==> src/rtl/regfile_writeback_queue.sv <==
// Write-back FIFO in front of the register file: queues register writes, drains one per
// cycle onto a registered one-hot write bus, and exposes pending data through a bypass lookup.
module regfile_writeback_queue #(
    parameter int DATA_W   = 16,
    parameter int NUM_REGS = 8,
    parameter int ADDR_W   = 3,
    parameter int DEPTH    = 4
) (
    input  logic                clk,
    input  logic                reset,
    input  logic                inValid,
    output logic                inReady,
    input  logic [ADDR_W-1:0]   inAddr,
    input  logic [DATA_W-1:0]   inData,
    input  logic                drainEn,
    output logic                regWrite,
    output logic [NUM_REGS-1:0] decOut,
    output logic [DATA_W-1:0]   writeData,
    input  logic [ADDR_W-1:0]   lookupAddr,
    output logic                lookupHit,
    output logic [DATA_W-1:0]   lookupData,
    output logic [ADDR_W-1:0]   count,
    output logic                full,
    output logic                empty
);
    localparam int PTR_W = $clog2(DEPTH);
    localparam logic [ADDR_W-1:0] CNT_FULL = ADDR_W'(DEPTH);

    logic [ADDR_W-1:0]   r_addr [DEPTH];
    logic [DATA_W-1:0]   r_data [DEPTH];
    logic [PTR_W-1:0]    r_wr_ptr;
    logic [PTR_W-1:0]    r_rd_ptr;
    logic [ADDR_W-1:0]   r_count;
    logic                r_reg_write;
    logic [NUM_REGS-1:0] r_dec_out;
    logic [DATA_W-1:0]   r_write_data;

    logic                w_push;
    logic                w_pop;
    logic                w_hit;
    logic [DATA_W-1:0]   w_lookup_data;

    assign full     = (r_count == CNT_FULL);
    assign empty    = (r_count == '0);
    assign inReady  = !full;
    assign count    = r_count;
    assign w_push   = inValid && inReady;
    assign w_pop    = drainEn && !empty;

    assign regWrite  = r_reg_write;
    assign decOut    = r_dec_out;
    assign writeData = r_write_data;

    // Storage is not cleared on reset; the pointers and count alone define what is valid.
    always_ff @(posedge clk) begin
        if (w_push && !reset) begin
            r_addr[r_wr_ptr] <= inAddr;
            r_data[r_wr_ptr] <= inData;
        end
    end

    always_ff @(posedge clk) begin
        if (reset) begin
            r_wr_ptr     <= '0;
            r_rd_ptr     <= '0;
            r_count      <= '0;
            r_reg_write  <= 1'b0;
            r_dec_out    <= '0;
            r_write_data <= '0;
        end else begin
            if (w_push)
                r_wr_ptr <= r_wr_ptr + 1'b1;
            if (w_pop)
                r_rd_ptr <= r_rd_ptr + 1'b1;
            case ({w_push, w_pop})
                2'b10:   r_count <= r_count + 1'b1;
                2'b01:   r_count <= r_count - 1'b1;
                default: r_count <= r_count;
            endcase
            if (w_pop) begin
                r_reg_write  <= 1'b1;
                r_dec_out    <= NUM_REGS'(1) << r_addr[r_rd_ptr];
                r_write_data <= r_data[r_rd_ptr];
            end else begin
                r_reg_write <= 1'b0;
                r_dec_out   <= '0;
            end
        end
    end

    // Walk oldest to newest so the newest matching entry wins; output stage is lowest priority.
    always_comb begin
        logic [PTR_W-1:0] idx;
        w_hit         = 1'b0;
        w_lookup_data = '0;
        idx           = '0;
        if (r_reg_write && r_dec_out[lookupAddr]) begin
            w_hit         = 1'b1;
            w_lookup_data = r_write_data;
        end
        for (int k = 0; k < DEPTH; k++) begin
            idx = r_rd_ptr + PTR_W'(k);
            if ((ADDR_W'(k) < r_count) && (r_addr[idx] == lookupAddr)) begin
                w_hit         = 1'b1;
                w_lookup_data = r_data[idx];
            end
        end
    end

    assign lookupHit  = w_hit;
    assign lookupData = w_lookup_data;

endmodule

==> config.mk <==
export PLATFORM = sky130hd
export DESIGN_NAME = regfile_writeback_queue
export DESIGN_NICKNAME = d
export VERILOG_FILES = /design/src/rtl/regfile_writeback_queue.sv
export SDC_FILE = /design/constraint.sdc
export NUM_CORES = 1
export LEC_CHECK = 0
export CORE_ASPECT_RATIO = 0.5
export CORE_UTILIZATION = 57
export DETAILED_ROUTE_END_ITERATION = 16
export PLACE_DENSITY = 0.81
export SETUP_SLACK_MARGIN = 0.1
export SYNTH_ARGS = -nofsm -noshare
export SYNTH_HDL_FRONTEND = slang
export SYNTH_SLANG_ARGS = --single-unit
==> constraint.sdc <==
create_clock -name clk -period 3.3 [get_ports clk]
set_input_delay 0.66 -clock clk [delete_from_list [all_inputs] [get_ports clk]]
set_output_delay 0.66 -clock clk [all_outputs]
set_load 0.1 [all_outputs]
==> results.md, run 1 <==
* CTS clk-pin slew, worst paths at ~0.070 ns
* Peak Freq at 276 MHz
* Layout Area Growth over Synthesis at 34.0%
* Hold crit path type: register to register
* Reg-to-reg slack, setup at 1.28 ns
* Post-synth cell types at ~40
* TritonCTS clock tree: done
* FF+latch count, synth at between 100 and 150
* Power Dens Cells at just over 800 mW/mm2
* Crit path largest cell delay at between 0.5 and 0.6 ns
* Via Count at slightly below 5k
* GRT Residual Overflow at 0
* Metal3 WL at between 1000 and 1500 um
* Syn Nets at 515
* Synth top area share at 0.350
* H-tree Lvls at 3
* Peak supply drop at 0.000650 V
* Clock period minus worst slack at ~3.6 ns
* Complex-gate fraction of the synthesized area at 0.0566
* Post-Synth Simple-Gate Area at 0.114
* I/O Pins at 74
* # rows at 27
* Largest family of logic cells by synthesized area: multiplexers
* DR WL/cell at approximately 23 um
* Top cell by count, worst path: buf_12
* Die Y at 77.6 um
* Hold Vio Cnt, Final at 0
* Max stage delay cell, worst path: mux4_2
* Routability cong. at ~0.84
* Placed Cells at 717
* Post-Syn Area at ~0.0065 mm2
* Fin worst setup slack at -0.326 ns
* Synth top area cells: edfxtp_1, mux4_2, dfxtp_1
* Crit path buf inv count at 4
* Critical Path Fanout Max at 16
* Commonest non-fill, non-tap cell in the layout: buf_4
* Vias/cell at ~6.5
* WL met2 at about 8500 um
* Met1 WL at about 7000 um
* Fill count at about 610
* Class of the most critical setup path: register to output pin
* Share of cells above drive strength 1 at 0.470
* Antenna Nets Post-Route at 0
* # diodes at 0
* # setup viols final at 17
* Longest Clk Path Bufs at 2
* Drt pass-1 iters at 6
* RSZ-0062 raised after global routing: true
* # DRC at 0
* Initial antenna violation count at 0
* Status: finished, violations left
* Pleak at a little over 3 nW
* First-pass GRT wire length at between 20000 and 30000 um
* Routed Wire Length at ~17000 um
* Buffers on Ports at between 70 and 80
* Adder-cell share of the synthesized area at 0.0173
* Root Driver: clkbuf_16
* Initial DRC count at ~390
* Commonest cells after routing, fill and taps aside: buf_4, edfxtp_1, mux4_2
* Synth Instances at between 400 and 500
* Die area at 0.0119 mm2
* Placed cell areas at between 0.008 and 0.009 mm2
* Latest clock arrival within the worst-skew pair at ~0.34 ns
* Synth Area per Inst at approximately 14 um2
* Vias in the first global route at approximately 5k
* Final Util at 0.790
* HPWL Detailed at approximately 11000 um
* Core area at roughly 0.011 mm2
* Cell area after layout at 0.00873 mm2
* Critical path endpoint category: output pin
* CP Launch Type: register
* Finished Layout Cells at about 760
* Worst slew pin tran at between 0.6 and 0.7 ns
* CP Data Arrival Time at slightly below 3 ns
* Register area share after synthesis at 0.455
* Clk sinks at 110
* CTS Buf Count at 9
* Ys flop type: edfxtp_1
* Failing checks: negative setup slack
* Worst slew margin at 0.596
* Multiplexer share of the synthesized area at 0.290
* Uppermost layer routed: met4
* Die Wd at roughly 150 um
* GRT Util Overall at 0.295
* Post-synthesis xor/xnor area fraction at 0.0255
* Final Max Tran Viols at 0
* Post-synth top area cell: edfxtp_1
* Hold Buf Count CTS at 0
* Worst Skew at approximately 0.0099 ns
* Starting Density at 0.590
* Post-synth EDFFs at between 70 and 80
* Maxcap violations at 0
* Largest net degree at the start of global routing at 39
* CP Cell Sequence: buf_4 > mux4_2 > xor2_1 > nor4b_4 > buf_12 > nor3_4 > buf_12 > a211oi_4 > buf_12
* Critical Path RT at roughly 2.6 ns
* Async SR Flop Fraction at 0
* Top delay family on crit path: buffers and inverters
* Yosys synthesis warning count at 0
* Period utilisation layout at 1.10
* Final nets at 640
==> layer usage <==
metal  vias to the layer above  global-route usage
met4                         0               0.112
met3                        50              0.0615
met5                         -                   0
met2                       285               0.497
li1                       2108                   -
met1                      2499               0.382
==> tightest hold or removal path, cell delays in order, from the launching register on <==
cell	delay (ns)
dfxtp_1	0.32
nand2_1	0.05
a21oi_1	0.05
==> power by group <==
group / switching [W] / leakage [nW] / internal (W)
clock: 0.000466 / 0.132 / 0.000530
sequential: 0.000168 / 0.970 / 0.00162
combinational: 0.00256 / 1.93 / 0.00168
==> synthesized netlist by cell type, types with 7 or more instances <==
library cell and count:
nand2b_1 16, edfxtp_1 76, a211oi_2 7, a211oi_1 10, nand2_1 56, a21oi_1 20, clkbuf_1 10, nand3_1 18
mux4_2 70, buf_2 12, ha_1 9, nor4b_1 16, mux2i_1 25, dfxtp_1 34, xnor2_1 11, nor2_1 16
o21ai_1 13, xor2_1 8
==> path summary, 6_finish.rpt <==
path,startpoint,to,cells past startpoint
max,r_addr[0][0],lookupData[6],9
min,writeData[9],writeData[9],2
max reg2reg,count[0],r_data[3][14],7
min reg2reg,writeData[9],writeData[9],2
==> registers in the layout (all words and copies together), names as in the netlist, named ones only <==
signal / cells
r_addr: 12
writeData: 16
r_wr_ptr: 2
r_data: 64
regWrite: 1
count: 3
r_rd_ptr: 2
decOut: 8
==> cell type report <==
cell class                 count  area [um2]  area share
clock buffer                  12         246      0.0282
multi-input combinational    322        3700       0.423
sequential                   110        2980       0.341
timing repair buffer         155        1580       0.181
clock inverter                 4        21.3     0.00244
tap                          145         181      0.0208
inverter                       7        26.3     0.00301
==> logic make-up (layout without fill, tap and decap cells) <==
logic type | count (synthesis) | after routing
muxes | 98 | 98
DFF | 110 | 110
xor gates and xnor gates | 19 | 19
adders and majority gates | 9 | 9
AOI/OAI and AO/OA | 56 | 56
buffers and inverters | 48 | 178
and+or+nand+nor | 140 | 140
==> through the flow <==
step                      hold WS (ns)  TNS, ns  worst slack (ns)  power (W)
after CTS                        0.473    -3.70            -0.275    0.00694
after detailed placement         0.463    -3.81            -0.270    0.00583
after global routing             0.509    -5.48            -0.371    0.00725
final                            0.474    -4.52            -0.326    0.00702
after global placement           0.464    -3.59            -0.245    0.00578
after floorplan                  0.469    -4.76            -0.322    0.00478
==> timing repair <==
item | 4_1_cts | 5_1_grt
endpoints found under the setup margin | 17 | 17
buffers inserted | 13 | 7
gates resized for setup | 27 | 8
pin swaps | 10 | 8
gates cloned | 2 | 0
No activity file was read; power rests on OpenSTA's default activity.
==> inputs of run 2 (changes only) <==
--- a/config.mk
+++ b/config.mk
@@ -6,6 +6,7 @@
 export NUM_CORES = 1
 export LEC_CHECK = 0
 export CORE_ASPECT_RATIO = 0.5
+export CORE_MARGIN = 3
 export CORE_UTILIZATION = 57
 export DETAILED_ROUTE_END_ITERATION = 16
 export PLACE_DENSITY = 0.81
==> results.md, run 2 (same netlist as run 1, synthesis figures left out) <==
* Status: finished, violations left
* Failing checks: negative setup slack
* RSZ-0062 raised after global routing: true
* Initial antenna violation count at 0 (unchanged)
* GRT Util Overall at 0.294 (-0.00115)
* Finished Layout Cells at 754 (-0.13%)
* Largest net degree at the start of global routing at 50 (+28%)
* GRT Residual Overflow at 0 (unchanged)
* Clock power frac at 0.175 (+0.033)
* Power Total at 0.00754 W (+7.4%)
* Fin worst setup slack at -0.479 ns (-0.152 ns)
* Class of the most critical setup path: register to output pin
* Critical Path Fanout Max at 6 (-10)
* CTS Buf Count at 9 (unchanged)
* CP Data Arrival Time at 3.12 ns (+0.15 ns)
* Routability cong. at 0.809 (-3.8%)
* Die Y at 81.6 um (+5.2%)
* Period utilisation layout at 1.15 (+0.0461)
* Worst slew margin at 0.376 (-0.220)
* Layout Area Growth over Synthesis at 37.8%
* Max reg flops at 64 (unchanged)
* Crit path largest cell delay at 0.67 ns (+0.15 ns)
* Internal power at 0.00419 W (+9.4%)
* Top delay family on crit path: simple AND/OR/NAND/NOR gates
* Routed Wire Length at 20000 um (+15%)
* TritonCTS clock tree: done
* Placed cell areas at 0.00802 mm2 (-0.97%)
* Flop pwr share at 0.241 (-0.014)
* Min Hold Slack at 0.511 ns (+0.0365 ns)
* # diodes at 0 (unchanged)
* Switching Fraction at 0.444 (-0.0105)
* Clk sinks at 110 (unchanged)
* Starting Density at 0.611 (+0.0208)
* Power Dens Cells at 839 mW/mm2 (+4.4%)
* CP Launch Type: register
* Antenna Nets Post-Route at 0 (unchanged)
* Top reg by flops: r_data
* # DRC at 0 (unchanged)
* H-tree Lvls at 3 (unchanged)
* Initial DRC count at 582 (+51%)
* Latest clock arrival within the worst-skew pair at 0.35 ns (about the same)
* Peak supply drop at 0.000624 V (-4.0%)
* Psw at 0.00335 W (+4.9%)
* Die area at 0.0128 mm2 (+7.9%)
* Cell area after layout at 0.00898 mm2 (+2.9%)
* Fill count at 491 (-20%)
* Root Driver: clkbuf_16
* Clock period minus worst slack at 3.78 ns (+0.152 ns)
* Maxcap violations at 0 (unchanged)
* Critical Path RT at 2.64 ns (about the same)
* Commonest cells after routing, fill and taps aside: buf_4, edfxtp_1, mux4_2
* Commonest non-fill, non-tap cell in the layout: buf_4
* Crit path buf inv count at 2 (-2)
* Core area at 0.0107 mm2 (-3.4%)
* First-pass GRT wire length at 27800 um (+4.8%)
* Vias/cell at 6.95 (+6.2%)
* Share of cells above drive strength 1 at 0.495 (+0.0246)
* Drt pass-1 iters at 6 (unchanged)
* Worst slew pin tran at 0.935 ns (+0.329 ns)
* I/O Pins at 74 (unchanged)
* CTS clk-pin slew, worst paths at 0.07 ns (about the same)
* Placed Cells at 704 (-1.8%)
* # rows at 26 (-3.7%)
* Comb power frac at 0.584 (-0.019)
* Buffers on Ports at 73 (unchanged)
* # setup viols final at 17 (unchanged)
* Max stage delay cell, worst path: or4_4
* Longest Clk Path Bufs at 2 (unchanged)
* Via Count at 5243 (+6.1%)
* Final Max Tran Viols at 0 (unchanged)
* HPWL Detailed at 10800 um (+1.6%)
* Vias in the first global route at 5072 (+2.4%)
* Hold crit path type: register to register
* Final nets at 644 (+0.63%)
* Critical path endpoint category: output pin
* Die Wd at 157 um (+2.6%)
* CP Cell Sequence: mux4_2 > xor2_1 > or4_4 > clkbuf_16 > nand2_2 > o21ai_2 > a211oi_4 > buf_12
* Pleak at 3.12 nW (+2.9%)
* Peak Freq at 265 MHz (-4.0%)
* Worst Skew at 0.00958 ns (-0.000334 ns)
* Hold Vio Cnt, Final at 0 (unchanged)
* DR WL/cell at 26.5 um (+15%)
==> run 2: cell count changes in the layout (fill, tap and decap cells not counted), moves of 2 or more <==
| cell | previous run | this run |
|---|---|---|
| nand2_1 | 47 | 40 |
| buf_6 | 2 | 7 |
| bufinv_16 | 0 | 4 |
| nand2_2 | 9 | 13 |
| o21ai_4 | 0 | 4 |
| nand2_4 | 0 | 3 |
| buf_16 | 1 | 3 |
| buf_4 | 101 | 99 |
| clkinv_1 | 2 | 0 |
| nor4b_1 | 6 | 8 |
| o21ai_0 | 3 | 1 |
==> run 2: timing repair <==
action / 4_1_cts / 5_1_grt
pin swaps: 5 / 8
gates cloned: 3 / 1
hold endpoints to repair: 0 / 0
setup buffers: 16 / 14
setup endpoints to repair: 17 / 17
hold buffers: 0 / 0
resized for setup: 35 / 25
==> run 2: path summary, 6_finish.rpt <==
kind,startpoint,to,slack [ns],cells past startpoint
worst min register to register,writeData[12],writeData[12],0.51,2
worst max register to register,count[0],count[2],1.14,8
worst max-delay path,r_addr[1][2],lookupData[14],-0.48,8
worst min-delay path,writeData[12],writeData[12],0.51,2
==> run 2: tightest hold or removal path, cell delays in order, from the launching register on <==
cell,delay [ns]
dfxtp_1,0.34
nand2_1,0.07
a21oi_1,0.05
==> run 2: final cells by class <==
type	count	area [um2]	area share
Inverter	7	26.3	0.00293
Tap cell	140	175	0.0195
Sequential cell	110	2980	0.331
Multi-Input combinational cell	322	3780	0.421
Clock inverter	6	134	0.0149
Clock buffer	10	229	0.0255
Timing Repair Buffer	159	1660	0.185
==> run 2: stage by stage <==
stage	TNS, ns	util	setup slack, ns
after global routing	-8.16	0.842	-0.529
after detailed placement	-4.03	0.752	-0.265
after global placement	-3.26	0.752	-0.229
after floorplan	-4.76	-	-0.322
final	-7.34	0.842	-0.479
after CTS	-4.05	0.815	-0.303
==> run 2: power groups by stage <==
stage               clock network, W  registers [W]  logic [W]
global placement                   0        0.00181    0.00394
CTS                          0.00132        0.00179    0.00417
finish                       0.00132        0.00182    0.00440
floorplan                          0        0.00222    0.00256
global route                 0.00138        0.00183    0.00456
detailed placement                 0        0.00182    0.00399
==> run 2: per-layer routing <==
metal / vias up / global-route usage / routed length [um]
met3: 93 / 0.0795 / 2100
met2: 414 / 0.491 / 9660
met4: 0 / 0.136 / 887
li1: 2116 / - / -
met5: - / 0 / 0
met1: 2620 / 0.367 / 7370
